==> src/rtl/interval_timer_prog.sv <==
`default_nettype none
// ============================================================================
// Module      : interval_timer_prog
// Description : Programmable-width up/down interval timer with an internal
//               prescaler. A start pulse latches interval/dir/reload, clears
//               the prescaler and loads the start value. Every DIV clock
//               cycles in RUN (pause low) the count steps by one and 'tick'
//               strobes. On reaching the terminal value 'timeout' pulses for
//               one cycle and the timer either reloads (auto-reload) or parks
//               in DONE (one-shot).
//
//               Start value S = dir ? 0 : interval
//               Terminal    T = dir ? interval : 0
//               Control priority: stop > start > pause > tick.
//
// Parameters  : CLOCK_FREQ - master clock frequency in Hz
//               TICK_HZ    - count-tick rate in Hz; DIV = CLOCK_FREQ/TICK_HZ
//                            must be >= 2 and divide exactly
//               CNT_W      - width of interval and count
//
// Ports       : clk       in   master clock, rising edge
//               rst_n     in   asynchronous active-low reset
//               start     in   pulse: latch config, clear prescaler, run
//               stop      in   pulse: abort to IDLE, count cleared
//               pause     in   level: freeze prescaler and count in RUN
//               interval  in   terminal/start magnitude (sampled on start)
//               dir       in   1 = count up, 0 = count down (sampled on start)
//               reload    in   1 = auto-reload, 0 = one-shot (sampled on start)
//               count     out  current count
//               tick      out  one-cycle strobe per prescaled tick in RUN
//               timeout   out  one-cycle pulse on reaching the terminal
//               busy      out  high in RUN
//               done      out  sticky, high in DONE
//
// Optional    : define INTERVAL_TIMER_CAPTURE_EN to add
//               capture   in   pulse: snapshot count in RUN or DONE
//               cap_count out  captured count
//               cap_valid out  one-cycle strobe when cap_count is updated
//
// Revision    : 1.0 - initial release
// ============================================================================
module interval_timer_prog #(
    parameter int CLOCK_FREQ = 50_000,
    parameter int TICK_HZ    = 1,
    parameter int CNT_W      = 4
) (
    input  logic             clk,
    input  logic             rst_n,
    input  logic             start,
    input  logic             stop,
    input  logic             pause,
    input  logic [CNT_W-1:0] interval,
    input  logic             dir,
    input  logic             reload,
`ifdef INTERVAL_TIMER_CAPTURE_EN
    input  logic             capture,
    output logic [CNT_W-1:0] cap_count,
    output logic             cap_valid,
`endif
    output logic [CNT_W-1:0] count,
    output logic             tick,
    output logic             timeout,
    output logic             busy,
    output logic             done
);

    // ------------------------------------------------------------------------
    // Constants
    // ------------------------------------------------------------------------
    localparam int c_DIV  = CLOCK_FREQ / TICK_HZ;
    localparam int c_PS_W = (c_DIV > 2) ? $clog2(c_DIV) : 1;
    localparam logic [c_PS_W-1:0] c_PS_LAST = c_PS_W'(c_DIV - 1);

    localparam logic [1:0] c_ST_IDLE = 2'd0;
    localparam logic [1:0] c_ST_RUN  = 2'd1;
    localparam logic [1:0] c_ST_DONE = 2'd2;

    // ------------------------------------------------------------------------
    // State and latched configuration
    // ------------------------------------------------------------------------
    logic [1:0]        r_state;
    logic [c_PS_W-1:0] r_ps;
    logic [CNT_W-1:0]  r_count;
    logic              r_tick;
    logic              r_timeout;
    logic              r_busy;
    logic              r_done;
    logic [CNT_W-1:0]  r_interval;
    logic              r_dir;
    logic              r_reload;

    // Start value from the live inputs (used only in the start cycle)
    logic [CNT_W-1:0]  w_load_val;
    // Start/terminal values from the latched configuration (used in RUN)
    logic [CNT_W-1:0]  w_run_start;
    logic [CNT_W-1:0]  w_run_term;
    logic [CNT_W-1:0]  w_next_cnt;
    logic              w_zero_run;
    logic              w_ps_last;

    assign w_load_val  = dir   ? '0 : interval;
    assign w_run_start = r_dir ? '0 : r_interval;
    assign w_run_term  = r_dir ? r_interval : '0;
    assign w_next_cnt  = r_dir ? (r_count + 1'b1) : (r_count - 1'b1);
    // With interval 0 the start value already equals the terminal, so the
    // run finishes immediately instead of stepping away from it.
    assign w_zero_run  = (r_interval == '0);
    assign w_ps_last   = (r_ps == c_PS_LAST);

    // ------------------------------------------------------------------------
    // Main sequencer: prescaler, counter and FSM, all outputs registered
    // ------------------------------------------------------------------------
    always_ff @(posedge clk or negedge rst_n) begin
        if (!rst_n) begin
            r_state    <= c_ST_IDLE;
            r_ps       <= '0;
            r_count    <= '0;
            r_tick     <= 1'b0;
            r_timeout  <= 1'b0;
            r_busy     <= 1'b0;
            r_done     <= 1'b0;
            r_interval <= '0;
            r_dir      <= 1'b0;
            r_reload   <= 1'b0;
        end else begin
            r_tick    <= 1'b0;
            r_timeout <= 1'b0;

            if (stop) begin
                r_state <= c_ST_IDLE;
                r_ps    <= '0;
                r_count <= '0;
                r_busy  <= 1'b0;
                r_done  <= 1'b0;
            end else if (start) begin
                // Restart from any state; a pending tick in RUN is dropped.
                r_interval <= interval;
                r_dir      <= dir;
                r_reload   <= reload;
                r_ps       <= '0;
                r_count    <= w_load_val;
                r_state    <= c_ST_RUN;
                r_busy     <= 1'b1;
                r_done     <= 1'b0;
            end else begin
                case (r_state)
                    c_ST_RUN: begin
                        if (w_zero_run) begin
                            // Single timeout, no reload even in auto-reload
                            // mode, to avoid a per-cycle pulse train.
                            r_timeout <= 1'b1;
                            r_state   <= c_ST_DONE;
                            r_busy    <= 1'b0;
                            r_done    <= 1'b1;
                        end else if (!pause) begin
                            if (w_ps_last) begin
                                r_ps   <= '0;
                                r_tick <= 1'b1;
                                if (w_next_cnt == w_run_term) begin
                                    r_timeout <= 1'b1;
                                    if (r_reload) begin
                                        // Terminal is never displayed in
                                        // auto-reload: jump straight to S.
                                        r_count <= w_run_start;
                                    end else begin
                                        r_count <= w_run_term;
                                        r_state <= c_ST_DONE;
                                        r_busy  <= 1'b0;
                                        r_done  <= 1'b1;
                                    end
                                end else begin
                                    r_count <= w_next_cnt;
                                end
                            end else begin
                                r_ps <= r_ps + 1'b1;
                            end
                        end
                    end
                    c_ST_IDLE: begin
                        // Waiting for start; nothing to update.
                    end
                    c_ST_DONE: begin
                        // Count holds the terminal until start or stop.
                    end
                    default: begin
                        // Unreachable encoding: recover to IDLE.
                        r_state <= c_ST_IDLE;
                        r_ps    <= '0;
                        r_count <= '0;
                        r_busy  <= 1'b0;
                        r_done  <= 1'b0;
                    end
                endcase
            end
        end
    end

    assign count   = r_count;
    assign tick    = r_tick;
    assign timeout = r_timeout;
    assign busy    = r_busy;
    assign done    = r_done;

`ifdef INTERVAL_TIMER_CAPTURE_EN
    // ------------------------------------------------------------------------
    // Count capture: snapshots the registered count, i.e. the value before
    // any update happening on the same edge.
    // ------------------------------------------------------------------------
    logic [CNT_W-1:0] r_cap_count;
    logic             r_cap_valid;

    always_ff @(posedge clk or negedge rst_n) begin
        if (!rst_n) begin
            r_cap_count <= '0;
            r_cap_valid <= 1'b0;
        end else begin
            r_cap_valid <= 1'b0;
            if (capture && ((r_state == c_ST_RUN) || (r_state == c_ST_DONE))) begin
                r_cap_count <= r_count;
                r_cap_valid <= 1'b1;
            end
        end
    end

    assign cap_count = r_cap_count;
    assign cap_valid = r_cap_valid;
`endif

endmodule

`default_nettype wire

==> config.mk <==
export PLATFORM = sky130hd
export DESIGN_NAME = interval_timer_prog
export DESIGN_NICKNAME = d
export VERILOG_FILES = /design/src/rtl/interval_timer_prog.sv
export SDC_FILE = /design/constraint.sdc
export NUM_CORES = 1
export LEC_CHECK = 0
export ABC_AREA = 1
export CAP_MARGIN = 25
export CORE_MARGIN = 1
export CORE_UTILIZATION = 57
export CTS_CLUSTER_SIZE = 30
export DETAILED_ROUTE_END_ITERATION = 10
export PLACE_DENSITY = 0.78
export SYNTH_ARGS = -nofsm -noshare
export SYNTH_HDL_FRONTEND = slang
export SYNTH_SLANG_ARGS = --single-unit
==> constraint.sdc <==
create_clock -name clk -period 2.5 [get_ports clk]
set_input_delay 0.625 -clock clk [delete_from_list [all_inputs] [get_ports clk]]
set_output_delay 0.625 -clock clk [all_outputs]
set_load 0.05 [all_outputs]
==> flow_summary.toml <==
[drt]
num_vias = 1687
drt_wl_total_um = 3920
via_per_inst = 5.07
drc_errors = 0
drt_iter0_markers = 86
first_pass_iters = 4
antenna_left = 0
wire_per_inst_um = 11.8

[logic_synthesis]
synthCells = 264
synth-edff-count = 0
yosys_warnings = 0
synth_area_um2 = 1920
synth_ff_type = "dfrtp_1"
syn-num-nets = 279
async_flop_share_pct = 100
avgSynthCellArea_um2 = 7.27
ys_top_cells_by_area = "dfrtp_1 (39%), nand2_1 (16%), nand3_1 (7.6%)"
ys_ff_latch = 30
synth_top_area_share_pct = 39.1
synth_top_cell_by_area = "dfrtp_1"
yosys-top-cells-count = "nand2_1 (83), inv_1 (38), dfrtp_1 (30), nand3_1 (29), nor2_1 (20)"
synth_seq_area_share_pct = 39.1
synth.distinct_cells = 29
yosysMostFrequentCell = "nand2_1"

[global_routing]
antenna_found_initial = 0
grt_pass1_wl_um = 6530
gr-usage-all-layers_pct = 24.3
grt_max_degree = 31
grt_pass1_vias = 1501
grt-ovfl-total = 0

[critical_path]
crit_path_start_kind = "flip-flop"
arrival_ns = 1.68
required_ns = 1.88
crit_path_max_fanout = 7
crit_cells = 1
crit_path_end_kind = "output port"
cp_cell_sequence = "clkdlybuf4s50_1"
cpMaxStageDelayCell = "clkdlybuf4s50_1"
path_buf_inv = 1
slowest_delay_ns = 0.86
r2r_cells = 12
worstSetupPathType = "flip-flop to output port"
crit_family = "buffers and inverters"

[cells_and_area]
num_antenna_cells = 0
syn2layout_area_growth_pct = 13.8
layout-drive-gt1-share_pct = 9.00
layout.nets = 304
utilization_pct = 69.9
stdcell_count = 333
final_cell_area_um2 = 2190

[pwr]
ir_drop_mv = 0.326
p_leak_nw = 1.07
total_power_mw = 1.08
powerDensity_nw_per_um2 = 493

[clocking]
clk_latency_ns = 0.31
cts.reportedPaths.clkPinSlew_ns = 0.08
postCtsSetupRepairBufs = 0
cts.path.max_buffers = 2
holdBufCountCts = 0
cts_root_buf = "clkbuf_4"
htree_levels = 2
cts_num_sinks = 30
cts_buffers = 5
cts.repair.resized = 0
cts_tree = "yes"

[hold_path]
hold_path.class = "flip-flop to flip-flop"
holdPathStages = 1

[sta]
setup_slack_ns = 0.193
setup_viol = 0
totalNegativeSetupSlack_ns = 0
hold_violations = 0
period_needed_ns = 2.31
fin_crit_sh_pct = 92.3
rsz0062_at_grt = "false"
relSlewSlack_pct = 67.2
final_max_slew_viol_count = 0
fmax_ghz = 0.433
finClkSkew_ns = 0.0130
tightestPinTransition_ns = 0.491
holdWs_ns = 0.520

[run_status]
status = "finished, final reports clean"

[flow_run]
drv_cap = 0

[floorplan]
die_h_um = 60.0
die_w_um = 60.0
ios = 19
initial_core_util_pct = 61.4
fp-row-count = 20
coreArea_um2 = 3130
die_area_um2 = 3610

[placement]
numPortBuffers = 18
place_ws_ns = 0.109
place_area_um2 = 2140
dpl.cell_count = 326
place.gp.congestion = 0.874
hpwl_um = 2940
[state kept, by name (all words and copies together) (netlist names)]
| name | count |
|---|---|
| count | 4 |
| r_dir | 1 |
| r_interval | 4 |
| r_ps | 16 |
| r_reload | 1 |
| r_state | 2 |
| tick | 1 |
| timeout | 1 |
[cells in the final DEF (no fill, tap or decap), drive strengths merged]
cell type and instances:
nand3 31, o21ai 10, o21a 1, a21oi 10, nand3b 1, clkbuf 7, or2 1, mux2i 1
nor2 24, inv 38, mux2 5, dfrtp 30, ha 3, fa 1, xor2 3, a41oi 1
buf 4, nor4 1, a31oi 1, nor3 8, clkdlybuf4s50 18, nand4 4, nand2 86
[worst register-to-register path, delay by kind of cell (launching register included)]
| kind | cells | cell delay [ns] |
|---|---|---|
| adder cells (fa/ha/maj) | 1 | 0.59 |
| flip-flops | 1 | 0.49 |
| buffers and inverters | 1 | 0.10 |
| AND/OR/NAND/NOR | 10 | 0.82 |
[metal layers]
metal,wire length [um],global-route usage [%]
met1,2050,37.1
met2,1620,35.1
met3,215,4.55
met4,26,5.98
met5,0,0
[cells by family (layout without fill, tap and decap cells)]
family	Yosys count	count (layout)	synth area share, %
adder cells (fa/ha/maj)	4	4	3.00
multiplexers	6	6	3.45
AND/OR/NAND/NOR	156	156	36.7
flip-flops	30	30	39.1
AO/OA/AOI/OAI	23	23	6.58
XOR/XNOR	3	3	1.37
buffers and inverters	42	67	9.77
[worst paths after layout]
check / start / to / slack (ns)
worst max-delay path: count[0] / count[0] / 0.19
worst min-delay path: r_ps[11] / r_ps[11] / 0.52
worst max register to register: count[0] / count[3] / 0.41
worst min register to register: r_ps[11] / r_ps[11] / 0.52
max in group asynchronous: rst_n / r_ps[11] / 1.52
min in group asynchronous: rst_n / r_state[0] / 0.70
[power breakdown]
group | switching, mW | internal [mW] | leakage, nW
registers | 0.0264 | 0.507 | 0.403
logic | 0.183 | 0.106 | 0.642
clock network | 0.150 | 0.106 | 0.0254
[final cells by class]
type | instances | area (um^2)
Multi-Input combinational cell | 192 | 982
Fill cell | 285 | 942
Sequential cell | 30 | 751
Timing Repair Buffer | 22 | 210
Inverter | 38 | 143
Tap cell | 44 | 55.1
Clock buffer | 7 | 45.0
Power figures use the tool's default switching activity.
